$ cat src/rtl/ixc_gfifo_collect.sv
// rtl/ixc_gfifo_collect.sv - GFIFO record collector: FIFO plus header/payload beat serializer
// Optional stats counters: define IXC_GFIFO_COLLECT_STATS_EN
module ixc_gfifo_collect #(
    parameter int DEPTH = 4
) (
    input  logic                     fclk,
    input  logic                     frst_n,
    input  logic                     GFtsReq,
    input  logic [19:0]              GFcbid,
    input  logic [11:0]              GFlen,
    input  logic [511:0]             GFidata,
    output logic                     GFfull,
    output logic                     out_valid,
    input  logic                     out_ready,
    output logic [63:0]              out_data,
    output logic                     out_last,
    output logic                     err_ovf,
    output logic                     err_len,
    output logic [$clog2(DEPTH):0]   level
`ifdef IXC_GFIFO_COLLECT_STATS_EN
    ,
    output logic [31:0]              stat_rec,
    output logic [15:0]              stat_drop
`endif
);

    localparam int PW = $clog2(DEPTH);
    localparam int LW = PW + 1;
    localparam logic [LW-1:0] DEPTH_L = LW'(DEPTH);

    typedef enum logic [1:0] {
        ST_IDLE = 2'd0,
        ST_HDR  = 2'd1,
        ST_DATA = 2'd2
    } state_t;

    logic [19:0]   mem_cbid [DEPTH];
    logic [11:0]   mem_len  [DEPTH];
    logic [511:0]  mem_data [DEPTH];

    logic [PW-1:0] wr_ptr;
    logic [PW-1:0] rd_ptr;
    logic [LW-1:0] level_q;
    logic [LW-1:0] level_nxt;
    state_t        state;
    state_t        state_nxt;
    logic [2:0]    k;
    logic [2:0]    k_nxt;

    logic [19:0]   head_cbid;
    logic [11:0]   head_len;
    logic [511:0]  head_data;
    logic [12:0]   len_up;
    logic [6:0]    nb_raw;
    logic [3:0]    nb;
    logic          pop;
    logic          push_ok;
    logic          drop;
    logic          more;
    logic          full_nxt;

    assign level     = level_q;
    assign head_cbid = mem_cbid[rd_ptr];
    assign head_len  = mem_len[rd_ptr];
    assign head_data = mem_data[rd_ptr];

    // Beat count: ceil(len/64) clamped to the 8 beats a 512-bit payload can fill
    assign len_up = {1'b0, head_len} + 13'd63;
    assign nb_raw = len_up[12:6];
    assign nb     = (nb_raw > 7'd8) ? 4'd8 : nb_raw[3:0];

    // A record remains after a pop if more were queued or one is arriving this cycle
    assign more = (level_q > LW'(1)) || GFtsReq;

    always_comb begin
        state_nxt = state;
        k_nxt     = k;
        pop       = 1'b0;
        out_valid = 1'b0;
        out_data  = 64'h0;
        out_last  = 1'b0;
        case (state)
            ST_IDLE: begin
                if (level_q != '0 || GFtsReq) begin
                    state_nxt = ST_HDR;
                end
            end
            ST_HDR: begin
                out_valid = 1'b1;
                out_data  = {20'h0, head_len, 12'h0, head_cbid};
                out_last  = (nb == 4'd0);
                if (out_ready) begin
                    k_nxt = 3'd0;
                    if (nb == 4'd0) begin
                        pop       = 1'b1;
                        state_nxt = more ? ST_HDR : ST_IDLE;
                    end else begin
                        state_nxt = ST_DATA;
                    end
                end
            end
            ST_DATA: begin
                out_valid = 1'b1;
                out_data  = head_data[{k, 6'd0} +: 64];
                out_last  = ({1'b0, k} == nb - 4'd1);
                if (out_ready) begin
                    if (out_last) begin
                        pop       = 1'b1;
                        k_nxt     = 3'd0;
                        state_nxt = more ? ST_HDR : ST_IDLE;
                    end else begin
                        k_nxt = k + 3'd1;
                    end
                end
            end
            default: begin
                state_nxt = ST_IDLE;
            end
        endcase

        // A pop in the same cycle frees the slot, so a full FIFO still takes the push
        push_ok   = GFtsReq && ((level_q != DEPTH_L) || pop);
        drop      = GFtsReq && !push_ok;
        level_nxt = level_q + LW'(push_ok) - LW'(pop);
        full_nxt  = (level_nxt >= DEPTH_L - LW'(1));
    end

    always_ff @(posedge fclk) begin
        if (push_ok) begin
            mem_cbid[wr_ptr] <= GFcbid;
            mem_len[wr_ptr]  <= GFlen;
            mem_data[wr_ptr] <= GFidata;
        end
    end

    always_ff @(posedge fclk) begin
        if (!frst_n) begin
            wr_ptr  <= '0;
            rd_ptr  <= '0;
            level_q <= '0;
            state   <= ST_IDLE;
            k       <= 3'd0;
            GFfull  <= 1'b0;
            err_ovf <= 1'b0;
            err_len <= 1'b0;
        end else begin
            if (push_ok) begin
                wr_ptr <= wr_ptr + PW'(1);
            end
            if (pop) begin
                rd_ptr <= rd_ptr + PW'(1);
            end
            level_q <= level_nxt;
            state   <= state_nxt;
            k       <= k_nxt;
            GFfull  <= full_nxt;
            if (drop) begin
                err_ovf <= 1'b1;
            end
            if (push_ok && (GFlen > 12'd512)) begin
                err_len <= 1'b1;
            end
        end
    end

`ifdef IXC_GFIFO_COLLECT_STATS_EN
    always_ff @(posedge fclk) begin
        if (!frst_n) begin
            stat_rec  <= 32'h0;
            stat_drop <= 16'h0;
        end else begin
            if (out_valid && out_ready && out_last && (stat_rec != 32'hFFFF_FFFF)) begin
                stat_rec <= stat_rec + 32'd1;
            end
            if (drop && (stat_drop != 16'hFFFF)) begin
                stat_drop <= stat_drop + 16'd1;
            end
        end
    end
`endif

endmodule

$ cat config.mk
export PLATFORM = sky130hd
export DESIGN_NAME = ixc_gfifo_collect
export DESIGN_NICKNAME = d
export VERILOG_FILES = /design/src/rtl/ixc_gfifo_collect.sv
export SDC_FILE = /design/constraint.sdc
export NUM_CORES = 2
export LEC_CHECK = 0
export BUFFER_PORTS_ARGS = -buffer_cell sky130_fd_sc_hd__buf_2
export CAP_MARGIN = 20
export CORE_AREA = 2 2 443 357
export DETAILED_ROUTE_END_ITERATION = 10
export DIE_AREA = 0 0 445 359
export PLACE_DENSITY = 0.84
export SLEW_MARGIN = 20
export SYNTH_ARGS = -nofsm -noshare
export SYNTH_HDL_FRONTEND = slang
export SYNTH_SLANG_ARGS = --single-unit
$ cat constraint.sdc
create_clock -name fclk -period 16.2 [get_ports fclk]
set_input_delay 3.24 -clock fclk [delete_from_list [all_inputs] [get_ports fclk]]
set_output_delay 3.24 -clock fclk [all_outputs]
set_load 0.005 [all_outputs]
-- Yosys cells after proc, flatten, opt, wreduce, memory -nomap -nowiden
Memories as Yosys holds them, arrays and structs flattened. A register that Yosys moved wholly into a read port is not among the register bits.
Index checks and enable logic that the tools add are counted.
- add/sub/neg operators: 7
- order comparisons: 4
- eq/ne operators: 8
- shift-type cells: 1
- multiplexer cells: 28
- reductions and logical operators: 14
- operators by type and width (operator ; count):
    variable part select 512 x 10 -> 64 bit ; 1
    one-hot mux 64 bit (2 select lines) ; 1
    2-to-1 mux 2 bit ; 11
    adder 12 x 6 -> 13 bit, second input constant ; 1
    > comparator 12 x 10 -> 1 bit, second input constant ; 1
    2-to-1 mux 3 bit ; 3
    2-to-1 mux 1 bit ; 8
    != test 2 bit, second input constant ; 4
    > comparator 7 x 4 -> 1 bit, second input constant ; 1
    one-hot mux 2 bit (3 select lines) ; 1
    one-hot mux 3 bit (2 select lines) ; 1
    adder 2 x 1 -> 2 bit, second input constant ; 2
    == test 3 x 4 -> 1 bit ; 1
    zero test 4 bit ; 1
    2-to-1 mux 4 bit ; 1
    one-hot mux 1 bit (2 select lines) ; 2
    AND reduction 4 bit ; 1
    subtractor 4 x 1 -> 4 bit, second input constant ; 1
    adder 3 x 1 -> 3 bit ; 1
    adder 3 x 1 -> 3 bit, second input constant ; 1
    greater-or-equal comparator 3 x 2 -> 1 bit, second input constant ; 1
    > comparator 3 x 1 -> 1 bit, second input constant ; 1
    logical AND 1 bit ; 3
    logical OR 1 bit ; 3
    10 further kinds ; 10
- register bits after elaboration: 15
- memory bits (writable): 2176
- input port bits: 548
- output and inout bits: 72
- word-level logic and storage cells: 73
- memories: 3
- memory list (memory ; depth ; bits a word ; rd ports ; clocked after memory_dff ; write ports ; line ; text):
    mem_data ; 4 ; 512 ; 1 ; 1 ; 1 ; 39 ; logic [511:0] mem_data [DEPTH];
    mem_cbid ; 4 ; 20 ; 1 ; 1 ; 1 ; 37 ; logic [19:0] mem_cbid [DEPTH];
    mem_len ; 4 ; 12 ; 1 ; 1 ; 1 ; 38 ; logic [11:0] mem_len [DEPTH];

-- Depth between registers and ports, before layout
- depth in word-level cells: 13
- gate-level depth with buffers: 23
- mapped depth without buffers: 21

-- Worst setup path after synthesis
Ideal clock, no wire load.
- path type: input-to-reg
- start: input out_ready
- end: memory mem_cbid[1][0], enable pin
- library setup time: 980 ps
- arrival time: 16237 ps
- data required time: 15220 ps
- slack: -1018 ps
- cell stages on the path: 4
- buffers on the path: 0
- cell sequence: and3_1 o2111ai_2 a41oi_4 and2_1
- longest elaborated chain between the ends: 6
- elaborated cells between the ends (all ways): 7
- those cells by class: mux: 5; reduce/logical: 2
- RTL lines (item ; line ; text):
    start, declared ; 14 ; input logic out_ready,
    2-to-1 mux 1 bit (on tied branches) ; 106, 92 ;
    one-hot mux 1 bit (2 select lines) * ; 82 ; case (state)
    logical OR 1 bit * ; 122 ; push_ok = GFtsReq && ((level_q != DEPTH_L) || pop);
    logical AND 1 bit * ; 122 ;
    2-to-1 mux 1 bit * ; 129 ; if (push_ok) begin
    2-to-1 mux 1 bit (implied by the code) * ; 130 ; mem_cbid[wr_ptr] <= GFcbid;
    end, declared ; 37 ;
Every way passes the cells marked *; elsewhere a longest branch is shown, timed or not.

==> results.json <==
{
  "outcome": "complete, no violations",
  "synth.distinct_cells": 47,
  "vdd_ir_drop_max_v": 0.000116,
  "min_to": "wr_ptr[0]",
  "rsz0062_at_grt": "false",
  "die_w_um": 445,
  "hold_start": "wr_ptr[0]",
  "yosysSeqAreaShare_pct": 78.7,
  "skew_ps": 44.1,
  "end_kind": "output port",
  "finalHoldViolations": 0,
  "wire_per_inst_um": 30.9,
  "maxSlewViolCount": 0,
  "leakage_nw": 30.0,
  "hold_buffers": 0,
  "antenna_found_initial": 127,
  "synth_top_area_share_pct": 78.2,
  "power.switching_w": 0.00306,
  "io_buffers": 619,
  "max_freq_mhz": 106,
  "setup_viol": 0,
  "htreeDepth": 4,
  "drive_gt1_share_pct": 39.0,
  "area_delta_synth_final_pct": 14.4,
  "nFillCells": 10070,
  "synthArstFlopShare_pct": 0,
  "synth_cells": 3321,
  "power.density_nw_per_um2": 137,
  "root_buffer": "clkbuf_16",
  "grt_use_total_pct": 24.1,
  "insertion_delay_ps": 820,
  "clk_pin_slew_ps": 60,
  "final_util_pct": 61.3,
  "synth_common_cells": "edfxtp_1, mux4_2, clkbuf_1",
  "routed_wl_um": 194000,
  "grt_pass1_vias": 41160,
  "r2r_slack_ps": 8240,
  "p_seq_share_pct": 54.7,
  "fp.coreArea_um2": 156000,
  "grt_max_degree": 158,
  "dieArea_um2": 160000,
  "layout.nets": 4582,
  "rr_endpoint": "mem_data[2][469]",
  "gp_congestion": 0.815,
  "p_comb_share_pct": 10.5,
  "ff2ff_path_depth": 18,
  "yosys_most_used_dff": "edfxtp_1",
  "hold_class": "reg2reg",
  "multi_input_area_um2": 17100,
  "critPathLaunchType": "register",
  "vias": 39234,
  "synth_most_common_cell": "edfxtp_1",
  "regArea_um2": 65700,
  "synth_top_cell_by_area": "edfxtp_1",
  "final_area_um2": 95500,
  "syn_avg_cell_area_um2": 25.1,
  "chipHeight_um": 359,
  "rows": 130,
  "layout.cells.non_filler": 6301,
  "cap_violations": 0,
  "cts_tree": "yes",
  "dpl.hpwl_um": 113000,
  "synthTopCellsByArea": "edfxtp_1, mux4_2, mux2i_1, clkbuf_1, dfxtp_1",
  "period_needed_ps": 9460,
  "pwr-share-clk_pct": 34.8,
  "synth_edf_count": 2176,
  "min_period_over_period_pct": 58.4,
  "min_path_cells": 2,
  "dr.pass1.iters": 5,
  "syn_area_um2": 83500,
  "drt_iter0_drc": 4741,
  "drc_errors": 0,
  "ios": 620,
  "arrival_ps": 6220,
  "synth_nets": 3884,
  "ant_nets": 0,
  "yosys_warnings": 0,
  "p_int_w": 0.0100,
  "place_inst": 5866,
  "cts_made_buffers": 197,
  "ctsResizeCount": 0,
  "worst_pin_slew_ps": 1340,
  "post_cts_buffers": 0,
  "clockBufferDepth": 3,
  "grt-ovfl-total": 0,
  "fin_ws_ps": 6740,
  "placed_cell_area_um2": 89000,
  "place_ws_ps": 7300,
  "criticalPathCategory": "reg2out",
  "grt_first_pass_wirelength_um": 281000,
  "switching_share_pct": 23.4,
  "numClockSinks": 2193,
  "start_util_pct": 53.6,
  "worstPathRequired_ps": 12960,
  "ys_ff_latch": 2193,
  "relSlewSlack_pct": 10.5,
  "via_per_inst": 6.23,
  "critPathMaxFanout": 48
}
==> state kept, by name (all words and copies together) (netlist names), named ones only <==
register and cells:
mem_data 2048, mem_cbid 80, mem_len 48, k 3, level 3, rd_ptr 2, state 2, wr_ptr 2
GFfull 1, err_len 1, err_ovf 1
==> through the flow <==
stage / total power (W) / hold WS (ps) / TNS [ps]
2_1_floorplan: 0.00834 / 449 / -553490
3_3_place_gp: 0.00854 / 444 / 0
3_5_place_dp: 0.00863 / 479 / 0
4_1_cts: 0.0132 / 518 / 0
5_1_grt: 0.0135 / 534 / 0
6_report: 0.0131 / 514 / 0
==> power by group through the flow <==
stage | Clock [W] | Sequential [W] | Combinational, W
floorplan | 0 | 0.00751 | 0.000834
global placement | 0 | 0.00720 | 0.00133
detailed placement | 0 | 0.00726 | 0.00137
CTS | 0.00464 | 0.00717 | 0.00139
global route | 0.00484 | 0.00720 | 0.00146
finish | 0.00457 | 0.00717 | 0.00137
==> kinds of logic (layout without fill, tap and decap cells) <==
family,Yosys count,after routing,synth area share [%]
flip-flops,2193,2193,78.7
multiplexers,743,743,19.0
buffers and inverters,185,1047,0.929
AND/OR/NAND/NOR,124,124,0.709
AO/OA/AOI/OAI,55,55,0.415
adder cells (fa/ha/maj),15,15,0.234
XOR/XNOR,6,6,0.0719
other,0,72,0
==> cell usage in the layout, fill, tap and decap left out, drive strengths merged, types with 6 or more instances in the layout <==
cell type	instances
edfxtp	2176
mux4	672
dfxtp	17
a21oi	6
buf	671
clkinv	80
ha	14
nor2	42
nand2	51
o21ai	35
diode	72
inv	20
clkbuf	254
clkinvlp	8
mux2i	71
and2	7
bufinv	14
==> worst max path at each step <==
stage,cells past startpoint,start,end,slack [ps]
after floorplan,4,out_ready,mem_cbid[0][0],-1020
after global placement,8,register,out_data[13],7320
after detailed placement,8,register,out_data[13],7300
after CTS,8,register,out_data[13],6390
after global routing,8,register,out_data[13],6140
final,8,register,out_data[13],6740
==> metal layers <==
layer  up-vias  track usage (%)  share of wire, %
met5         -                0              0.30
met4        92             9.03               3.1
met3       432             6.49               8.9
li1      15914                -                 -
met1     20681             30.6                35
met2      2115             40.2                52
==> area by class of cell <==
type	instances	share of cell area (%)
diodes	72	0.189
clock buffers	254	5.43
clock inverters	109	1.19
inverters	13	0.0511
multi-input cells	943	17.9
flip-flops and latches	2193	68.8
well taps	2046	2.68
repair buffers	671	3.79
==> critical path, stage by stage (launching register included) <==
cell and delay [ps]:
dfxtp_4 740, buf_4 780, buf_4 810, buf_4 860, mux4_2 610, mux4_2 470, mux2i_1 530, o21ai_0 300
buf_2 210
(Power assumes the default switching activity.)
